--- src/rtl/display_pkg.sv ---
// Shared display types: BCD digit/number types, converter FSM states and
// the leading-zero enable helper used by the formatter and the display driver.
package display_pkg;

  localparam int DISPLAY_DIGITS = 4;
  localparam int BCD_MAX        = 9999;

  typedef logic [3:0]                    bcd_digit_t;
  typedef logic [4*DISPLAY_DIGITS-1:0]   bcd_number_t;

  localparam bcd_number_t BCD_SATURATED = 16'h9999;

  typedef enum logic [1:0] {
    IDLE,
    SHIFT,
    COMMIT
  } state_e;

  // A digit is lit when it or any more significant digit is nonzero; the
  // ones digit is always lit so zero shows as a single "0".
  function automatic logic [DISPLAY_DIGITS-1:0] lz_enables(input bcd_number_t n);
    logic [DISPLAY_DIGITS-1:0] en;
    logic                      any_nz;
    en     = '0;
    any_nz = 1'b0;
    for (int i = DISPLAY_DIGITS - 1; i >= 0; i--) begin
      any_nz = any_nz | (n[4*i +: 4] != 4'd0);
      en[i]  = any_nz;
    end
    en[0] = 1'b1;
    return en;
  endfunction

endpackage

--- src/rtl/bin_to_bcd_formatter_bcd_add3.sv ---
// Double-dabble nibble corrector: digits of 5..9 get +3 before the shift.
// Purely combinational, no latency, no flow control.
module bcd_add3
  import display_pkg::*;
(
  input  bcd_digit_t digit_i,
  output bcd_digit_t digit_o
);

  always_comb begin
    digit_o = digit_i;
    if (digit_i >= 4'd5) begin
      digit_o = digit_i + 4'd3;
    end
  end

endmodule

--- src/rtl/bin_to_bcd_formatter.sv ---
// Serial binary->BCD converter feeding the 4-digit display; BIN_TO_BCD_LZ_BLANK_EN enables leading-zero blanking.
// Latency BIN_WIDTH+2 cycles from accept to update; in_ready low while busy, in_valid then ignored.
module bin_to_bcd_formatter
  import display_pkg::*;
#(
  parameter int BIN_WIDTH = 16,
  parameter int MAX_VALUE = BCD_MAX
)
(
  input  logic                      clock,
  input  logic                      reset_n,
  input  logic [BIN_WIDTH-1:0]      in_value,
  input  logic                      in_valid,
  output logic                      in_ready,
  output logic [15:0]               number,
  output logic [DISPLAY_DIGITS-1:0] digit_enables,
  output logic                      overflow,
  output logic                      update
);

  localparam int          CNT_W = $clog2(BIN_WIDTH);
  localparam logic [31:0] MAX_U = MAX_VALUE;

  state_e                    state_q;
  logic [BIN_WIDTH-1:0]      shift_q;
  logic [BIN_WIDTH-1:0]      shift_d;
  bcd_number_t               bcd_q;
  bcd_number_t               bcd_d;
  bcd_number_t               bcd_adj;
  logic [CNT_W-1:0]          cnt_q;
  logic                      sat_q;
  logic                      sat_d;
  bcd_number_t               number_q;
  bcd_number_t               number_d;
  logic [DISPLAY_DIGITS-1:0] en_q;
  logic [DISPLAY_DIGITS-1:0] en_d;
  logic                      ovf_q;
  logic                      upd_q;
  logic                      rdy_q;

  // Constant-folds to 0 for narrow inputs that can never exceed the limit.
  assign sat_d = (32'(in_value) > MAX_U);

  for (genvar g = 0; g < DISPLAY_DIGITS; g++) begin : g_add3
    bcd_add3 u_add3 (
      .digit_i (bcd_q[4*g +: 4]),
      .digit_o (bcd_adj[4*g +: 4])
    );
  end

  logic [16+BIN_WIDTH-1:0] dabble_d;
  assign dabble_d = {bcd_adj, shift_q} << 1;
  assign bcd_d    = dabble_d[16+BIN_WIDTH-1 -: 16];
  assign shift_d  = dabble_d[BIN_WIDTH-1:0];

  assign number_d = sat_q ? BCD_SATURATED : bcd_q;

`ifdef BIN_TO_BCD_LZ_BLANK_EN
  assign en_d = lz_enables(number_d);
`else
  assign en_d = '1;
`endif

  always_ff @(posedge clock) begin
    if (!reset_n) begin
      state_q  <= IDLE;
      shift_q  <= '0;
      bcd_q    <= '0;
      cnt_q    <= '0;
      sat_q    <= 1'b0;
      number_q <= '0;
      en_q     <= '0;
      ovf_q    <= 1'b0;
      upd_q    <= 1'b0;
      rdy_q    <= 1'b1;
    end else begin
      upd_q <= 1'b0;
      case (state_q)
        IDLE: begin
          if (in_valid && rdy_q) begin
            shift_q <= in_value;
            bcd_q   <= '0;
            sat_q   <= sat_d;
            cnt_q   <= CNT_W'(BIN_WIDTH - 1);
            rdy_q   <= 1'b0;
            state_q <= SHIFT;
          end
        end
        SHIFT: begin
          shift_q <= shift_d;
          bcd_q   <= bcd_d;
          cnt_q   <= cnt_q - CNT_W'(1);
          if (cnt_q == '0) begin
            state_q <= COMMIT;
          end
        end
        COMMIT: begin
          number_q <= number_d;
          en_q     <= en_d;
          ovf_q    <= sat_q;
          upd_q    <= 1'b1;
          rdy_q    <= 1'b1;
          state_q  <= IDLE;
        end
        default: begin
          state_q <= IDLE;
          rdy_q   <= 1'b1;
        end
      endcase
    end
  end

  assign in_ready      = rdy_q;
  assign number        = number_q;
  assign digit_enables = en_q;
  assign overflow      = ovf_q;
  assign update        = upd_q;

endmodule

--- config.mk ---
export PLATFORM = sky130hd
export DESIGN_NAME = bin_to_bcd_formatter
export DESIGN_NICKNAME = d
export VERILOG_FILES = /design/src/rtl/display_pkg.sv /design/src/rtl/bin_to_bcd_formatter_bcd_add3.sv /design/src/rtl/bin_to_bcd_formatter.sv
export SDC_FILE = /design/constraint.sdc
export NUM_CORES = 1
export LEC_CHECK = 0
export BUFFER_PORTS_ARGS = -buffer_cell sky130_fd_sc_hd__buf_4
export CAP_MARGIN = 20
export CORE_ASPECT_RATIO = 1.1
export CORE_UTILIZATION = 40
export CTS_CLUSTER_DIAMETER = 100
export DETAILED_ROUTE_END_ITERATION = 16
export PLACE_DENSITY_LB_ADDON = 0.12
export SYNTH_ARGS = -nofsm -noshare
export SYNTH_HDL_FRONTEND = slang
export SYNTH_HIERARCHICAL = 1
export SYNTH_SLANG_ARGS = --single-unit
--- constraint.sdc ---
create_clock -name clock -period 1.89 [get_ports clock]
set_input_delay 0.2835 -clock clock [delete_from_list [all_inputs] [get_ports clock]]
set_output_delay 0.2835 -clock clock [all_outputs]
set_load 0.005 [all_outputs]
==> key figures, run 1 <==
Route
  • Avg WL per Cell: 13.7 um
  • Initial DRC Count: 79
  • Drc violations: 0
  • Total number of vias: 2405
  • Count of nets left with antenna violations after detail routing: 0
  • Via density per instance: 5.31
  • Wire length after detailed routing: 6220 um
  • Initial DRT Pass Iterations: 4

Clock tree
  • Post-CTS setup buffer count: 0
  • CTS Hold Bufs: 0
  • Clock sink count: 59
  • Resized Gates After CTS: 0
  • Clock-pin slew of the registers on the worst-case setup and hold paths: 0.07 ns
  • CTS tree: built
  • Total CTS buffers: 9
  • Buffer type at the clock tree root: sky130_fd_sc_hd__clkbuf_8
  • Clk_lat worst skew: 0.34 ns
  • Htree depth: 3
  • CTS max path bufs: 2

Power and ir drop
  • Leakage: 1.45 nW
  • Highest ir drop seen on vdd: 545 uV
  • P per Cell Area: 918 nW/um2

Cells and area
  • Antenna cells: 0
  • Nets: 391
  • Final Non-Filler Cells: 453
  • Fraction of layout instances using a drive strength above 1: 23.4%
  • Layout filler cell count: 691
  • Syn-to-layout area delta: 18.7%
  • Leading cell type in the layout, fill and taps excluded: sky130_fd_sc_hd__dfxtp_1
  • Most frequent cells in the layout: sky130_fd_sc_hd__dfxtp_1, sky130_fd_sc_hd__buf_4, sky130_fd_sc_hd__nand2_1

Timing
  • Number of hold violations in the final report: 0
  • Setup tns final: 0 ns
  • Final critical delay including setup and external delays: 1.59 ns
  • Worst clock skew on the final layout: 0.00557 ns
  • Maximum clock frequency: 630 MHz
  • Normalized max-slew margin: 58.7%
  • Total count of max-transition violations in the final report: 0
  • Smallest setup slack after layout: 0.304 ns
  • Pin slew with the least headroom to its limit: 0.619 ns
  • Setup repair after global routing missed its margin: no
  • Final hold slack: 0.228 ns
  • Final critical-path share of the clock period: 83.9%
  • Setup-failing EPs final: 0

Placement
  • Weighted congestion reported at the end of routability-driven placement: 0.724
  • Worst slack at placement: 0.318 ns
  • Placed cells: 437
  • HPWL after DPL: 4070 um
  • Count of input and output buffers: 41

Floorplan
  • Effective utilization at floorplan: 42.0%
  • Overall die width: 84.3 um
  • Number of rows created at floorplan: 32
  • I/O pin total: 42
  • Area of the core: 7090 um2
  • Die footprint: 7790 um2
  • Overall die height: 92.5 um

Global routing
  • Total global routing overflow: 0
  • Global-route wire length before repair: 10500 um
  • Largest net degree at the start of global routing: 60
  • GRT Overall Usage: 17.1%
  • Antenna violations before repair: 0
  • Vias in the first global route: 2235

Worst setup path
  • Largest fanout on the critical path: 16
  • Data required, critical path: 2.11 ns
  • CP max stage cell: sky130_fd_sc_hd__dfxtp_1
  • Critical Path End Type: register
  • Sequence of cells on the critical path: nand2b_1, buf_4, mux2_2, o311a_1
  • Type of element launching the critical path: register
  • Reg2Reg Setup Slack: 0.30 ns
  • Setup CP Type: reg -> reg
  • Data arrival time of the worst path: 1.81 ns
  • Slowest cell delay on critical path: 0.42 ns

Hold path
  • Classification of the worst-slack hold path: in -> reg

Logic synthesis
  • Post-synthesis instance area: 2980 um2
  • Warnings, synthesis: 6
  • Syn nets: 359
  • Syn Area/Cell: 8.99 um2
  • Cell count after synthesis: 331

Run
  • Max-cap violations: 0

Run status
  • Run status: completed
[metal layers]
layer  global-route usage, %  vias to the layer above  wire [um]  share of wire (%)
met1                    20.3                     1138       2980                 48
met2                    29.6                       33       2970                 48
met4                    8.76                        0        109                1.8
li1                        -                     1224          -                  -
met5                       0                        -          0                  0
met3                    3.21                       10        160                2.6
[through the flow]
| stage | power [W] | area (um2) | utilization, % |
|---|---|---|---|
| after floorplan | 0.00182 | 2980 | - |
| after global placement | 0.00195 | 3310 | 46.7 |
| after detailed placement | 0.00196 | 3310 | 46.7 |
| after CTS | 0.00327 | 3530 | 49.9 |
| after global routing | 0.00340 | 3530 | 49.9 |
| final | 0.00324 | 3530 | 49.9 |
[where the power goes]
part	switching (W)	leakage [nW]	internal (W)
logic	0.000251	0.852	0.000275
registers	0.0000676	0.481	0.00134
clock network	0.000507	0.119	0.000807
[final timing paths]
path / start / end / depth (start not counted)
worst max-delay path: state_q[1] / shift_q[2] / 4
worst min-delay path: in_value[0] / shift_q[0] / 3
worst max register to register: state_q[1] / shift_q[2] / 4
worst min register to register: number[6] / number[6] / 2
[critical path, delay by kind of cell, from the launching register on]
kind	cells	cell delay (ns)
mux	1	0.37
compound gates	1	0.27
simple gates	1	0.13
flops	1	0.42
buf+inv	1	0.27
[state kept, by name, indices dropped and copies added, names as in the netlist]
| name | cells |
|---|---|
| bcd_q | 16 |
| number | 16 |
| shift_q | 16 |
| cnt_q | 4 |
| state_q | 2 |
| digit_enables | 1 |
| in_ready | 1 |
| overflow | 1 |
| sat_q | 1 |
| update | 1 |
[area by class of cell]
cell class / count / area [um2] / area share, %
well taps: 85 / 106 / 3.01
repair buffers: 49 / 368 / 10.4
multi-input cells: 234 / 1610 / 45.7
flip-flops and latches: 59 / 1180 / 33.4
inverters: 10 / 37.5 / 1.06
clock inverters: 5 / 75.1 / 2.12
clock buffers: 11 / 151 / 4.28
Power figures use the tool's default switching activity.
==> run 2, diff against run 1 <==
==> constraint.sdc (replaced) <==
create_clock -name clock -period 1.4 [get_ports clock]
set_input_delay 0.21 -clock clock [delete_from_list [all_inputs] [get_ports clock]]
set_output_delay 0.21 -clock clock [all_outputs]
set_load 0.005 [all_outputs]
==> key figures, run 2 (same netlist as run 1, synthesis figures left out) <==
Route
  • Initial DRT Pass Iterations: 10
  • Total number of vias: 2457
  • Initial DRC Count: 67
  • Via density per instance: 5.27
  • Drc violations: 2
  • Avg WL per Cell: 13.8 um
  • Wire length after detailed routing: 6430 um
  • Count of nets left with antenna violations after detail routing: 0

Cells and area
  • Syn-to-layout area delta: 26.2%
  • Final Non-Filler Cells: 466
  • Utilization after layout: 53.0%
  • Antenna cells: 0
  • Most frequent cells in the layout: sky130_fd_sc_hd__buf_4, sky130_fd_sc_hd__dfxtp_1, sky130_fd_sc_hd__nand2_1
  • Fraction of layout instances using a drive strength above 1: 31.5%
  • Nets: 405
  • Leading cell type in the layout, fill and taps excluded: sky130_fd_sc_hd__buf_4

Power and ir drop
  • Switching pwr: 0.00109 W
  • Share of total power in sequential cells: 46.0%
  • Leakage: 1.54 nW
  • Switching part of the total: 26.7%
  • P per Cell Area: 1090 nW/um2
  • Highest ir drop seen on vdd: 606 uV
  • Clock power frac: 34.9%
  • Combinational share of power: 19.2%
  • Int Pwr: 0.00300 W

Worst setup path
  • Critical Path End Type: register
  • Slowest cell delay on critical path: 0.38 ns
  • Type of element launching the critical path: register
  • Critical path buffers and inverters: 0
  • Largest fanout on the critical path: 16
  • CP max stage cell: sky130_fd_sc_hd__mux2_2
  • Data arrival time of the worst path: 1.62 ns
  • Setup CP Type: reg -> reg
  • Kind of cell adding the most delay to the critical path: multiplexers
  • Sequence of cells on the critical path: nand2b_4, mux2_2, o311a_1
  • Data required, critical path: 1.63 ns

Global routing
  • Total global routing overflow: 0
  • Largest net degree at the start of global routing: 46
  • Vias in the first global route: 2228
  • GRT Overall Usage: 17.1%
  • Global-route wire length before repair: 10400 um
  • Antenna violations before repair: 0

Floorplan
  • Area of the core: 7090 um2
  • Die footprint: 7790 um2
  • Overall die height: 92.5 um
  • Number of rows created at floorplan: 32
  • Effective utilization at floorplan: 42.0%
  • Overall die width: 84.3 um
  • I/O pin total: 42

Timing
  • Worst clock skew on the final layout: 0.00564 ns
  • Normalized max-slew margin: 76.3%
  • Pin slew with the least headroom to its limit: 0.352 ns
  • Final critical delay including setup and external delays: 1.39 ns
  • Setup repair after global routing missed its margin: yes
  • Maximum clock frequency: 717 MHz
  • Setup-failing EPs final: 0
  • Number of hold violations in the final report: 0
  • Final critical-path share of the clock period: 99.6%
  • Total count of max-transition violations in the final report: 0
  • Final hold slack: 0.181 ns

Run status
  • Violations in the final reports: DRC
  • Run status: finished with violations

Clock tree
  • CTS max path bufs: 2
  • Total CTS buffers: 9
  • Clock-pin slew of the registers on the worst-case setup and hold paths: 0.06 ns
  • Clk_lat worst skew: 0.34 ns
  • Buffer type at the clock tree root: sky130_fd_sc_hd__clkbuf_8
  • Clock sink count: 59
  • CTS tree: built
  • Htree depth: 3
  • CTS Hold Bufs: 0

Placement
  • Weighted congestion reported at the end of routability-driven placement: 0.741
  • Count of input and output buffers: 41
  • HPWL after DPL: 4150 um
  • Placed cells: 448

Run
  • Max-cap violations: 0

Hold path
  • Classification of the worst-slack hold path: in -> reg
run 2: changes by cell type in the layout (fill, tap and decap cells not counted), moves of 5 or more:
cell	delta
sky130_fd_sc_hd__dfxtp_2	+8
sky130_fd_sc_hd__a21boi_0	-5
sky130_fd_sc_hd__buf_4	+9
sky130_fd_sc_hd__ha_1	-5
sky130_fd_sc_hd__dfxtp_1	-9
sky130_fd_sc_hd__a21boi_1	+5
run 2: final timing paths:
path / to / cells after the start / slack, ns / from
setup reg to reg: shift_q[3] / 3 / 0.005 / state_q[1]
hold / removal: shift_q[0] / 3 / 0.18 / in_value[0]
setup / recovery: shift_q[3] / 3 / 0.005 / state_q[1]
hold reg to reg: number[1] / 2 / 0.46 / number[1]
run 2: power by group through the flow:
stage | clock network [W] | registers, W | logic (W)
6_report | 0.00143 | 0.00188 | 0.000783
5_1_grt | 0.00155 | 0.00189 | 0.000859
4_1_cts | 0.00148 | 0.00188 | 0.000779
3_5_place_dp | 0 | 0.00191 | 0.000779
3_3_place_gp | 0 | 0.00191 | 0.000767
2_1_floorplan | 0 | 0.00190 | 0.000567
run 2: per-layer routing:
layer  part of all wire, %  global-route usage (%)  vias to the layer above  routed length (um)
li1                      -                       -                     1243                   -
met1                    46                    20.2                     1171                2970
met2                    49                    29.0                       35                3140
met3                   3.3                    4.28                        8                 212
met4                   1.7                    8.62                        0                 107
met5                     0                       0                        -                   0
run 2: through the flow:
step                      cell area (um2)  setup WS, ns  TNS (ns)  total power (W)
after global placement               3450        0.0285         0          0.00268
after detailed placement             3450       -0.0220   -0.0308          0.00269
after floorplan                      2990       0.00153         0          0.00247
final                                3760       0.00513         0          0.00409
after global routing                 3760       -0.0539    -0.384          0.00431
after CTS                            3630       0.00140         0          0.00413
run 2: repair_timing:
action                     4_1_cts  5_1_grt
gates resized for setup          2       31
buffers inserted                 0        3
setup endpoints to repair        2       24
pin swaps                        2        7
run 2: layout make-up:
| type | instances | area, um2 |
|---|---|---|
| inverters | 10 | 37.5 |
| well taps | 85 | 106 |
| clock inverters | 2 | 10.0 |
| clock buffers | 13 | 169 |
| fillers | 662 | 3330 |
| repair buffers | 63 | 527 |
| flip-flops and latches | 59 | 1190 |
| multi-input cells | 234 | 1710 |
run 2: worst register-to-register path, stage by stage, from the launching register on:
cell and delay, ns:
sky130_fd_sc_hd__dfxtp_2 0.34, sky130_fd_sc_hd__nand2b_4 0.29, sky130_fd_sc_hd__mux2_2 0.38, sky130_fd_sc_hd__o311a_1 0.28
